### config.mk
export PLATFORM = sky130hd
export DESIGN_NAME = ula_seq_ctrl
export DESIGN_NICKNAME = d
export VERILOG_FILES = /design/src/rtl/ula_seq_pkg.sv /design/src/rtl/ula_8bits.sv /design/src/rtl/ula_seq_ctrl.sv
export SDC_FILE = /design/constraint.sdc
export NUM_CORES = 1
export LEC_CHECK = 0
export CAP_MARGIN = 20
export CORE_ASPECT_RATIO = 1.4
export CORE_MARGIN = 8
export CORE_UTILIZATION = 34
export DETAILED_ROUTE_END_ITERATION = 16
export PLACE_DENSITY = 0.57
export SLEW_MARGIN = 20
export SYNTH_ARGS = -nofsm -noshare
export SYNTH_HDL_FRONTEND = slang
export SYNTH_HIERARCHICAL = 1
export SYNTH_SLANG_ARGS = --single-unit
### constraint.sdc
create_clock -name clk -period 8.15 [get_ports clk]
set_input_delay 1.63 -clock clk [delete_from_list [all_inputs] [get_ports clk]]
set_output_delay 1.63 -clock clk [all_outputs]
set_load 0.01 [all_outputs]
### src/rtl/ula_seq_pkg.sv
// Shared types and helpers for the byte-serial 74181 sequencer.
package ula_seq_pkg;

  typedef enum logic [1:0] {
    IDLE = 2'd0,
    RUN  = 2'd1,
    DONE = 2'd2
  } state_t;

  localparam int SLICE_W = 8;

  function automatic int idx_width(input int nbytes);
    return (nbytes < 2) ? 1 : $clog2(nbytes);
  endfunction

endpackage

### src/rtl/ula_8bits.sv
// 8-bit 74181-style ALU slice, active-high data.
// Carry pins are active low as on the original part: c_in=1 means no carry in.
module ula_8bits (
  input  logic [7:0] a,
  input  logic [7:0] b,
  input  logic [3:0] s,
  input  logic       m,
  input  logic       c_in,
  output logic [7:0] f,
  output logic       c_out,
  output logic       a_eq_b
);

  logic [7:0] p_term;
  logic [7:0] g_term;
  logic [8:0] sum;

  // The arithmetic result is always p_term plus g_term plus carry.
  assign p_term = a | (b & {8{s[0]}}) | (~b & {8{s[1]}});
  assign g_term = (a & ~b & {8{s[2]}}) | (a & b & {8{s[3]}});
  assign sum    = {1'b0, p_term} + {1'b0, g_term} + {8'd0, ~c_in};

  assign f      = m ? ~(p_term ^ g_term) : sum[7:0];
  assign c_out  = m ? 1'b1 : ~sum[8];
  assign a_eq_b = &f;

endmodule

### src/rtl/ula_seq_ctrl.sv
// Runs one NBYTES-wide 74181 operation through a single ula_8bits, one byte per cycle.
// Optional out_zero flag is enabled by defining ULA_SEQ_ZERO_FLAG_EN.
module ula_seq_ctrl
  import ula_seq_pkg::*;
#(
  parameter int NBYTES = 4
) (
  input  logic                  clk,
  input  logic                  rst,
  input  logic                  in_valid,
  output logic                  in_ready,
  input  logic [8*NBYTES-1:0]   in_a,
  input  logic [8*NBYTES-1:0]   in_b,
  input  logic [3:0]            in_s,
  input  logic                  in_m,
  input  logic                  in_c_in,
  output logic                  out_valid,
  input  logic                  out_ready,
  output logic [8*NBYTES-1:0]   out_f,
  output logic                  out_c_out,
  output logic                  out_a_eq_b,
`ifdef ULA_SEQ_ZERO_FLAG_EN
  output logic                  out_zero,
`endif
  output logic                  busy
);

  localparam int W     = SLICE_W * NBYTES;
  localparam int IDX_W = idx_width(NBYTES);
  localparam logic [IDX_W-1:0] LAST = IDX_W'(NBYTES - 1);

  state_t             state_q, state_d;
  logic [IDX_W-1:0]   k_q, k_d;
  logic               carry_q, carry_d;
  logic               eq_q, eq_d;
  logic [W-1:0]       a_q, a_d, b_q, b_d;
  logic [3:0]         s_q, s_d;
  logic               m_q, m_d;
  logic [W-1:0]       out_f_q, out_f_d;

  logic [SLICE_W-1:0] sl_a, sl_b, sl_f;
  logic               sl_c_out, sl_eq;

  assign sl_a = a_q[k_q*SLICE_W +: SLICE_W];
  assign sl_b = b_q[k_q*SLICE_W +: SLICE_W];

  ula_8bits u_ula (
    .a      (sl_a),
    .b      (sl_b),
    .s      (s_q),
    .m      (m_q),
    .c_in   (carry_q),
    .f      (sl_f),
    .c_out  (sl_c_out),
    .a_eq_b (sl_eq)
  );

  always_comb begin
    state_d = state_q;
    k_d     = k_q;
    carry_d = carry_q;
    eq_d    = eq_q;
    a_d     = a_q;
    b_d     = b_q;
    s_d     = s_q;
    m_d     = m_q;
    case (state_q)
      IDLE: begin
        if (in_valid) begin
          a_d     = in_a;
          b_d     = in_b;
          s_d     = in_s;
          m_d     = in_m;
          k_d     = '0;
          carry_d = in_c_in;
          eq_d    = 1'b1;
          state_d = RUN;
        end
      end
      RUN: begin
        carry_d = sl_c_out;
        eq_d    = eq_q & sl_eq;
        if (k_q == LAST) begin
          state_d = DONE;
        end else begin
          k_d = k_q + IDX_W'(1);
        end
      end
      DONE: begin
        if (out_ready) begin
          state_d = IDLE;
        end
      end
      default: state_d = IDLE;
    endcase
  end

  for (genvar gi = 0; gi < NBYTES; gi++) begin : g_byte
    assign out_f_d[gi*SLICE_W +: SLICE_W] =
      (state_q == RUN && k_q == IDX_W'(gi)) ? sl_f : out_f_q[gi*SLICE_W +: SLICE_W];
  end

  always_ff @(posedge clk or posedge rst) begin
    if (rst) begin
      state_q <= IDLE;
      k_q     <= '0;
      carry_q <= 1'b0;
      eq_q    <= 1'b1;
      a_q     <= '0;
      b_q     <= '0;
      s_q     <= '0;
      m_q     <= 1'b0;
      out_f_q <= '0;
    end else begin
      state_q <= state_d;
      k_q     <= k_d;
      carry_q <= carry_d;
      eq_q    <= eq_d;
      a_q     <= a_d;
      b_q     <= b_d;
      s_q     <= s_d;
      m_q     <= m_d;
      out_f_q <= out_f_d;
    end
  end

`ifdef ULA_SEQ_ZERO_FLAG_EN
  logic zero_q, zero_d;

  always_comb begin
    zero_d = zero_q;
    if (state_q == IDLE && in_valid) begin
      zero_d = 1'b1;
    end else if (state_q == RUN) begin
      zero_d = zero_q & (sl_f == '0);
    end
  end

  always_ff @(posedge clk or posedge rst) begin
    if (rst) begin
      zero_q <= 1'b1;
    end else begin
      zero_q <= zero_d;
    end
  end

  assign out_zero = (state_q == DONE) & zero_q;
`endif

  // Flags are only meaningful alongside out_valid; they read 0 otherwise.
  assign in_ready   = (state_q == IDLE);
  assign busy       = (state_q == RUN);
  assign out_valid  = (state_q == DONE);
  assign out_f      = out_f_q;
  assign out_c_out  = (state_q == DONE) & carry_q;
  assign out_a_eq_b = (state_q == DONE) & eq_q;

endmodule
# --- Yosys cells after proc, flatten, opt, wreduce, memory -nomap -nowiden ---
# Cells that the tools add are included.
# Widths: inputs -> output; s select.
totals:
  reg_bits: 107
  wordCells: 68
op_classes:
  add_sub_neg: 3
  eq_ne: 9
  shift: 2
  muxes: 13
  bitwise: 17
  n_reduce_logical: 12
op_table:
  columns: ["cell", "count"]
  rows:
  - ["$shiftx 32x6->8", 2]
  - ["$and 8x8->8", 6]
  - ["$or 8x8->8", 3]
  - ["$not 8->8", 2]
  - ["$mux 2", 5]
  - ["$add 8x8->9", 1]
  - ["$add 9x1->9", 1]
  - ["$mux 8", 1]
  - ["$reduce_and 8->1", 1]
  - ["$xor 8x8->8", 1]
  - ["$eq 2x2->1 const B", 3]
  - ["$pmux 2 s3", 1]
  - ["$reduce_and 3->1", 2]
  - ["$eq 2x1->1 const B", 2]
  - ["$logic_and 1x1->1", 4]
  - ["$logic_not 2->1", 2]
  - ["$ne 2x1->1 const B", 2]
  - ["$ne 2x2->1 const B", 2]
  - ["$pmux 1 s2", 2]
  - ["$pmux 2 s2", 1]
  - ["$reduce_and 2->1", 2]
  - ["$and 1x1->1", 3]
  - ["$mux 1", 3]
  - ["$add 2x1->2 const B", 1]
  - ["other kinds (2)", 3]

# --- Longest topological paths before layout ---
depth:
  ltp_word: 11
  mapped_depth: 15

# --- Cells and area by module ---
# The synthesis kept the hierarchy.
by_module_without_submodules:
  columns: ["module", "instances", "cells_per_inst", "area_each_um2", "seq_area_each_um2"]
  rows:
  - ["ula_seq_ctrl", 1, 273, 4541.9, 2678.8]
  - ["ula_8bits", 1, 94, 740.7, 0.0]

# --- Worst setup path before layout ---
# OpenSTA, ideal clock, no wires.
synth_timing:
  kind: "register to register"
  startpoint: "reg k_q[0]"
  endpoint: "reg carry_q"
  arrival_ns: 3.605
  setup_slack_ns: 4.434
  stages_incl_launch_ff: 15
  n_path_buf: 2
  path_cell_list: "dfrtp_1 > buf_2 > buf_2 > mux4_2 > a211o_1 > fa_1 > inv_1 > fa_1 > and2b_1 > o221a_2 > o21a_1 > o21ai_1 > a211o_1 > inv_1 > a222oi_1"
synth_via:
  elab_chain_len: 10
  word_cells_on_any_way: 17
synth_rtl:
  columns: ["item", "line", "source"]
  rows:
  - ["start: declaration", "ula_seq_ctrl.sv:33", "logic [IDX_W-1:0] k_q, k_d;"]
  - ["start signal: assignment", "ula_seq_ctrl.sv:116", "k_q <= k_d;"]
  - ["$shiftx 32x6->8 (*)", "ula_seq_ctrl.sv:45", "assign sl_b = b_q[k_q*SLICE_W +: SLICE_W];"]
  - ["net sl_b[0]", "ula_seq_ctrl.sv:41", "logic [SLICE_W-1:0] sl_a, sl_b, sl_f;"]
  - ["$not 8->8", "ula_8bits.sv:19, ula_8bits.sv:20", null]
  - ["$and 8x8->8 (2 in a row)", "ula_8bits.sv:20", "assign g_term = (a & ~b & {8{s[2]}}) | (a & b & {8{s[3]}});"]
  - ["$or 8x8->8", "ula_8bits.sv:20", null]
  - ["$add 8x8->9 (*)", "ula_8bits.sv:21", "assign sum = {1'b0, p_term} + {1'b0, g_term} + {8'd0, ~c_in};"]
  - ["$add 9x1->9 (*)", "ula_8bits.sv:21", null]
  - ["$not 1->1 (*)", "ula_8bits.sv:24", "assign c_out = m ? 1'b1 : ~sum[8];"]
  - ["$mux 1 (*)", "ula_8bits.sv:24", null]
  - ["net sl_c_out", "ula_seq_ctrl.sv:42", "logic sl_c_out, sl_eq;"]
  - ["$pmux 1 s2 (*)", "ula_seq_ctrl.sv:67", "case (state_q)"]
  - ["end signal: assignment", "ula_seq_ctrl.sv:117", "carry_q <= carry_d;"]
  - ["end: declaration", "ula_seq_ctrl.sv:34", "logic carry_q, carry_d;"]
# The timed path passes the listed nets; every way through them passes the cells marked *.
# A chain may end at the register's enable or synchronous reset.

# --- Worst setup path in the final report ---
# Ends and elaborated chain as after synthesis.

==> results.py <==
metrics = {
    "floorplanning": {
        "coreArea_mm2": 0.0154,
        "boundaryPins": 111,
        "die-area_mm2": 0.0198,
        "die_w_um": 121,
        "fp.dieH_um": 163,
        "rows": 54,
        "initial_core_util": 0.343,
    },
    "timing": {
        "setup_violations": 0,
        "worst_slew_pin_slew_ns": 0.964,
        "fin_setup_tns_ns": 0,
        "fin_crit_ns": 3.69,
        "skew_ns": 0.0102,
        "hold_violations": 0,
        "clock.fmax_mhz": 271,
        "rsz0062_at_grt": "false",
        "timing.slew.headroom": 0.357,
        "holdWs_ns": 0.503,
        "fin_crit_sh": 0.453,
        "slew_violations": 0,
    },
    "logic_synthesis": {
        "synthesis.instances": 367,
        "yosysTopAreaCellShare": 0.502,
        "netlist_area_mm2": 0.00528,
        "ys.flop_type": "dfrtp_1",
        "yosysMostFrequentCell": "dfrtp_1",
        "synthesis.nets": 455,
        "seq_area_frac_synth": 0.507,
        "synthTopCellsByArea": "dfrtp_1 50%, mux2_2 20%, mux4_2 6.8%",
        "synth-edff-count": 0,
        "async_flop_share": 1.00,
        "synth_seq_cells": 107,
        "synth_top_cell_by_area": "dfrtp_1",
        "syn_area_per_cell_um2": 14.4,
        "yosys_warnings": 6,
        "yosysUniqueCellTypes": 46,
        "synth_common_cells": "106 x dfrtp_1, 93 x mux2_2, 19 x nor2b_1",
    },
    "setup_path": {
        "rrSetupSlack_ns": 4.46,
        "start_kind": "flip-flop",
        "worstReg2RegEnd": "carry_q",
        "reg2reg_depth": 13,
        "worstPathMaxFanout": 20,
        "crit_arrival_ns": 3.92,
        "cp-end-kind": "flip-flop",
        "path_class": "reg -> reg",
        "r2r-start": "k_q[0]",
        "crit_required_ns": 8.38,
        "critPathCapture": "carry_q",
        "setup.worst_path.start": "k_q[0]",
    },
    "cells_and_area": {
        "drive_above_1_share": 0.306,
        "multi_input_area_mm2": 0.00245,
        "fill_cells": 1476,
        "area_growth_syn_to_layout_pct": 29.6,
        "fin_nets": 563,
        "diodes": 0,
        "regArea_mm2": 0.00268,
    },
    "pwr": {
        "p_leak_nw": 2.84,
        "ir_drop_mv": 0.232,
        "p_per_area_mw_per_mm2": 509,
    },
    "placement": {
        "gp_congestion": 0.785,
        "portBuffers": 110,
        "hpwl_um": 9360,
    },
    "clocking": {
        "cts.htree.levels": 3,
        "cts_tree": "yes",
        "clkTransAtPathRegs_ns": 0.07,
        "numCtsBuffers": 9,
        "clock_latency_ns": 0.34,
        "cts_hold_buffers": 0,
        "clock_path_buffers": 2,
        "clockRootBuffer": "clkbuf_16",
        "cts_setup_buffers": 0,
        "cts.sinks": 107,
        "ctsResizeCount": 0,
    },
    "detailed_routing": {
        "postRouteAntennaNets": 0,
        "routed_wl_um": 12700,
        "vias": 3342,
        "drc_errors": 0,
        "viasPerCell": 4.94,
        "dr.pass1.iters": 5,
        "first_iter_violations": 142,
        "wl_per_cell_um": 18.7,
    },
    "global_route": {
        "grt_max_degree": 87,
        "grtUsageMet1": 0.148,
        "grt_use_total": 0.132,
        "met2_usage": 0.231,
        "grt_pass1_wl_um": 20300,
        "grt_overflow_total": 0,
        "grt_pass1_vias": 3745,
        "grtUsageMet3": 0.0394,
        "busiest_layer": "met2",
        "antenna_found_initial": 0,
    },
    "worst_hold_path": {
        "min_path_type": "reg -> reg",
    },
    "run": {
        "maxCapViolCount": 0,
    },
    "run_status": {
        "status": "complete, no violations",
    },
}
-- critical path, stage by stage (launching register included) --
cell,delay [ns]
dfrtp_1,0.32
buf_4,0.36
mux4_2,0.60
a211o_1,0.35
fa_1,0.44
inv_1,0.08
fa_1,0.17
and2b_1,0.21
o221a_2,0.28
o21a_1,0.17
o21ai_1,0.12
a211o_1,0.14
inv_1,0.04
a222oi_1,0.30
-- through the flow --
| step | instance area, um^2 | power (W) | std cells | setup WS [ns] | util |
|---|---|---|---|---|---|
| floorplan | 5280 | 0.00246 | 367 | 3.70 | - |
| global placement | 6540 | 0.00302 | 660 | 4.49 | 0.425 |
| CTS | 6840 | 0.00352 | 676 | 4.41 | 0.444 |
| detailed placement | 6540 | 0.00307 | 660 | 4.44 | 0.425 |
| finish | 6850 | 0.00348 | 676 | 4.46 | 0.445 |
| global route | 6850 | 0.00376 | 676 | 4.16 | 0.445 |
-- power by group --
part	total, W	switching [W]	leakage (nW)	internal, W
Combinational	0.00206	0.000981	1.43	0.00108
Clock	0.000431	0.000196	0.145	0.000234
Sequential	0.000991	0.000176	1.26	0.000815
-- cell type report --
type,instances,share of cell area
sequential,107,0.391
clock inverter,4,0.00493
inverter,12,0.00694
multi-input combinational,232,0.358
clock buffer,12,0.0389
timing repair buffer,113,0.165
tap,196,0.0358
-- worst min path at each step --
stage | start | to | slack, ns | cells after the start
2_1_floorplan | a_q[16] | a_q[16] | 0.48 | 1
3_3_place_gp | a_q[6] | a_q[6] | 0.48 | 1
3_5_place_dp | a_q[16] | a_q[16] | 0.49 | 1
4_1_cts | out_f[5] | out_f[5] | 0.51 | 1
5_1_grt | out_f[5] | out_f[5] | 0.51 | 1
6_report | out_f[8] | out_f[8] | 0.50 | 1
-- flip-flops by register name, summed over array words and instances, names as in the netlist --
name	flops
a_q	32
b_q	32
out_f	32
s_q	4
k_q	2
state_q	2
carry_q	1
eq_q	1
m_q	1
-- placed cells by master (no fill, tap or decap), types with 5 or more instances in the layout --
| cell | netlist | routed |
|---|---|---|
| a211o_1 | 9 | 9 |
| clkbuf_16 | 0 | 9 |
| clkdlybuf4s50_1 | 0 | 110 |
| dfrtp_1 | 106 | 106 |
| ha_1 | 12 | 12 |
| inv_1 | 12 | 11 |
| mux2_2 | 93 | 93 |
| mux2_4 | 10 | 10 |
| mux2i_1 | 10 | 10 |
| mux4_2 | 16 | 16 |
| nand2_1 | 5 | 5 |
| nor2_1 | 11 | 11 |
| nor2b_1 | 19 | 19 |
| o21ai_0 | 7 | 7 |
-- routing by layer --
layer / routed length (um) / up-vias
met3: 731 / 7
met2: 6670 / 93
met5: 0 / -
met4: 177 / 0
met1: 5070 / 1694
li1: - / 1548
-- cell families after synthesis --
| kind of cell | share of synthesized area |
|---|---|
| xor+xnor | 0.00663 |
| simple gates | 0.0493 |
| flops | 0.507 |
| mux | 0.314 |
| compound gates | 0.0573 |
| fa+ha+maj | 0.0360 |
| buf+inv | 0.0298 |
No activity file was read; power rests on OpenSTA's default activity.
==> edit 1, RTL diff (same settings) <==
The 3 states of `state_t` get a one-hot encoding in 3 bits.
--- a/src/rtl/ula_seq_pkg.sv
+++ b/src/rtl/ula_seq_pkg.sv
@@ -2,8 +2,8 @@
 package ula_seq_pkg;
 
-  typedef enum logic [1:0] {
-    IDLE = 2'd0,
-    RUN  = 2'd1,
-    DONE = 2'd2
+  typedef enum logic [2:0] {
+    IDLE = 3'b001,
+    RUN  = 3'b010,
+    DONE = 3'b100
   } state_t;
 
Check against the original RTL: same outputs for any inputs over 4 cycles, from zero or initial values and one cycle with rst high; so few cycles prove little.
==> edit 1 against the original RTL <==
- sequential share of layout area decreased by 1.3 points
- sequential cell count rose by 1
- count of clock-buffer cells in the layout shrank 1
- via count up 0.12%
- die area is 7.0% higher
- setup slack worse by 0.29 ns
- worst hold slack improved by 0.0030 ns
- synthesized cell count is 0.54% lower
- synthesized area up 7.9%
- total power down 4.6%
- wire length rose by 2.4%
- fmax decreased by 7.4%
- cell area up 4.5%
- critical endpoint is now eq_q$_DFFE_PP1P_
- largest cell class is now multi-input combinational cells
==> edit 1: results (changes against the original RTL) <==
outcome:
  status: "complete, no violations"
grt:
  grt_use_met3: 0.0277  # -0.0118
  grt_max_degree: 59  # -32%
  grt_first_pass_wirelength_um: 21000  # +3.5%
  grt.total_usage: 0.126  # -0.00533
  use_met2: 0.223  # -0.00788
  grt_pass1_vias: 3768  # +0.61%
  grt_util_met1: 0.145  # -0.00277
setup_path:
  cp.arrival_ns: 4.28  # +0.36 ns
  crit_fanout: 19  # -5.0%
  crit_path_start: "k_q[1]$_DFFE_PP0P_"
  slowest_stage: "dfrtp_1"
  critPathMaxStageDelay_ns: 0.95  # +0.35 ns
yosys:
  yosysUniqueCellTypes: 48  # +4.3%
  synth_area_leaders: "dfrtp_1 (47%), mux2_4 (23%), mux4_2 (6.3%)"
  synth_compound_area_frac: 0.0468  # -0.0106
  synthAdderAreaFrac: 0.0334  # -0.00263
  synthCells: 365  # -0.54%
  yosys_warnings: 6  # unchanged
  synth-xor-area-share: 0.00615  # -0.000485
  seq_area_frac_synth: 0.475  # -0.0325
  synth_mux_area_frac: 0.339  # +0.0254
route:
  vias_per_cell: 4.93  # -0.32%
  wl_met2_um: 6810  # +2.0%
  first_pass_iters: 4  # -1
  wl_met3_um: 535  # -27%
  wl_per_cell_um: 19.1  # +1.9%
  vias: 3346  # +0.12%
placed_design:
  dp_slack_ns: 4.12  # -0.324 ns
  place.gp.congestion: 0.767  # -2.3%
  dp_hpwl_um: 9750  # +4.1%
layout:
  drive_gt1_frac: 0.313  # +0.00678
  nets: 559  # -0.71%
cts:
  clk_latency_ns: 0.35
  clk_path_buf_depth: 2  # unchanged
timing:
  tightest_slew_ns: 0.947  # -0.0167 ns
  skew_ns: 0.0112  # +0.000940 ns
pwr:
  leakage_nw: 3.06  # +8.0%
  ir_drop_mv: 0.198  # -15%
  sw_frac_of_total: 0.381  # -0.00747
hold_path:
  hold_start: "a_q[25]$_DFFE_PP0P_"
[edit 1: changes by cell type in the layout (fill, tap and decap cells not counted), moves of 2 or more]
cell        before  now
mux2_2          93   13
clkbuf_1         0    2
clkinvlp_4       1    4
and2_4           1    4
nor3b_1          0    3
a22o_1           3    0
mux2_4          10   89
o21ai_0          7    4
inv_1           11    7
clkbuf_8         3    0
nor2_1          11    8
clkinv_4         3    1
o21ai_1          1    3
[edit 1: cells by family (layout without fill, tap and decap cells)]
logic type / Yosys count / in the layout
and+or+nand+nor: 53 / 53
AOI/OAI and AO/OA: 33 / 33
muxes: 127 / 127
DFF: 108 / 108
adders and majority gates: 14 / 14
xor gates and xnor gates: 4 / 4
buffers and inverters: 26 / 137
[edit 1: power by group through the flow]
stage	sequential, mW	clock (mW)	combinational (mW)
CTS	0.984	0.422	1.96
global route	1.02	0.437	2.12
finish	0.977	0.410	1.94
global placement	0.979	0	1.90
detailed placement	0.991	0	1.95
floorplan	0.937	0	1.49
[edit 1: path summary, 6_finish.rpt]
check | endpoint | slack (ns) | cells after the start
max | eq_q$_DFFE_PP1P_ | 4.16 | 12
min | a_q[25]$_DFFE_PP0P_ | 0.51 | 1
max reg2reg | eq_q$_DFFE_PP1P_ | 4.16 | 12
min reg2reg | a_q[25]$_DFFE_PP0P_ | 0.51 | 1
max in group asynchronous | s_q[3]$_DFFE_PP0P_ | 5.20 | 3
min in group asynchronous | b_q[14]$_DFFE_PP0P_ | 1.74 | 2
[edit 1: final cells by class]
cell class	count	area (um^2)
clock buffer	11	233
multi-input combinational	231	2770
sequential	108	2710
inverter	8	32.5
fill	1531	9450
tap	203	254
clock inverter	5	38.8
timing repair buffer	113	1120
==> edit 2, RTL diff (same flow settings) <==
Without the edit above. Add a define of `ULA_SEQ_ZERO_FLAG_EN`.
--- a/src/rtl/ula_seq_ctrl.sv
+++ b/src/rtl/ula_seq_ctrl.sv
@@ -1,4 +1,6 @@
 // Runs one NBYTES-wide 74181 operation through a single ula_8bits, one byte per cycle.
 // Optional out_zero flag is enabled by defining ULA_SEQ_ZERO_FLAG_EN.
+`define ULA_SEQ_ZERO_FLAG_EN
+
 module ula_seq_ctrl
   import ula_seq_pkg::*;
Behaviour (old outputs only; new: out_zero): unchanged (equiv_simple and equiv_induct, registers matched by name and starting in step).
==> edit 2 against the original RTL <==
- setup slack got worse by 0.18 ns
- worst hold slack got worse by 0.033 ns
- highest routed layer unchanged
- synthesized area increased by 1.4%
- critical path depth decreased by 1
- total power decreased by 4.0%
- wire length increased by 2.5%
- critical endpoint is now zero_q$_DFFE_PP1P_
- sequential cell count increased by 1
- sequential share of layout area decreased by 0.073 points
- via count increased by 17%
- cell area increased by 1.2%
- largest power group unchanged
==> edit 2: results (changes against the original RTL) <==
setup_path:
  cp.arrival_ns: 4.13  # +0.21 ns
  crit_fanout: 19  # -5.0%
  crit_path_start: "k_q[1]$_DFFE_PP0P_"
  slowest_stage: "dfrtp_1"
  r2r_end: "zero_q$_DFFE_PP1P_"
  rr_worst_depth: 12  # -1
  critPathMaxStageDelay_ns: 0.92  # +0.32 ns
  critical_path.top_delay_family: "flip-flops"
hold_path:
  worst_hold_path.endpoint: "a_q[3]$_DFFE_PP0P_"
  min_path_type: "flip-flop to flip-flop"
  min_path_cells: 2  # +1
grt:
  grt.total_usage: 0.132  # +0.000440
  grt_pass1_vias: 4088  # +9.2%
  grt_use_met3: 0.0301  # -0.00933
  grt_first_pass_wirelength_um: 20900  # +2.9%
  grt_max_degree: 71  # -18%
  grt_util_met1: 0.150  # +0.00135
  use_met2: 0.235  # +0.00397
route:
  vias: 3898  # +17%
  drt_iter0_drc: 184  # +30%
  wl_met2_um: 6700  # +0.34%
  routed_wirelength_um: 13000  # +2.5%
  wl_met3_um: 768  # +5.1%
  first_pass_iters: 4  # -1
  vias_per_cell: 4.76  # -3.7%
layout:
  n_all_inverters: 10  # -2
  n_all_buffers: 115  # +1.8%
  drive_gt1_frac: 0.133  # -0.173
  final-seq-area_mm2: 0.00271  # +0.98%
  area_growth_pct: 29.4
  multi_input_area_mm2: 0.00246  # +0.51%
  fillers: 1507  # +2.1%
cts:
  h-tree-depth: 3  # unchanged
  cts_sinks: 108  # +0.93%
outcome:
  status: "complete, no violations"
yosys:
  synth_area_leaders: "dfrtp_1 (50%), nand2_1 (15%), mux2_2 (6.9%)"
  synth_nets: 601  # +32%
  synthTopCellsByCount: "nand2_1 (211), dfrtp_1 (106), mux2_2 (33)"
  seq_area_frac_synth: 0.505  # -0.00197
  yosysUniqueCellTypes: 50  # +8.7%
  synthCells: 513  # +40%
timing:
  slew_headroom: 0.416  # +0.0591
  holdWs_ns: 0.470  # -0.0328 ns
  worst_slack_ns: 4.28  # -0.177 ns
  skew_ns: 0.00716  # -0.00309 ns
placed_design:
  dp_hpwl_um: 9950  # +6.3%
  portBuffers: 111  # +0.91%
  placedCellCount: 803  # +22%
  place.gp.congestion: 0.828  # +5.4%
  dp_slack_ns: 4.24  # -0.199 ns
pwr:
  ir_drop_mv: 0.199  # -14%
  power.net_switching_mw: 1.34  # -0.89%
  leakage_nw: 3.23  # +14%
==> edit 2: power groups by stage <==
stage	Clock (mW)	Sequential, mW	Combinational [mW]
2_1_floorplan	0	0.969	1.35
3_3_place_gp	0	1.00	1.84
3_5_place_dp	0	1.01	1.88
4_1_cts	0.495	0.998	1.90
5_1_grt	0.521	1.03	2.07
6_report	0.486	0.993	1.87
==> edit 2: tightest hold or removal path, stage by stage, from the launching register on <==
cell	delay (ns)
dfrtp_1	0.34
nand2_1	0.05
nand2_1	0.05
==> edit 2: logic make-up (layout without fill, tap and decap cells) <==
logic type | count (synthesis) | after routing | synth area share
AND/OR/NAND/NOR | 261 | 261 | 0.208
flip-flops | 108 | 108 | 0.505
multiplexers | 58 | 58 | 0.154
AO/OA/AOI/OAI | 37 | 37 | 0.0544
buffers and inverters | 31 | 141 | 0.0364
adder cells (fa/ha/maj) | 14 | 14 | 0.0355
XOR/XNOR | 4 | 4 | 0.00654
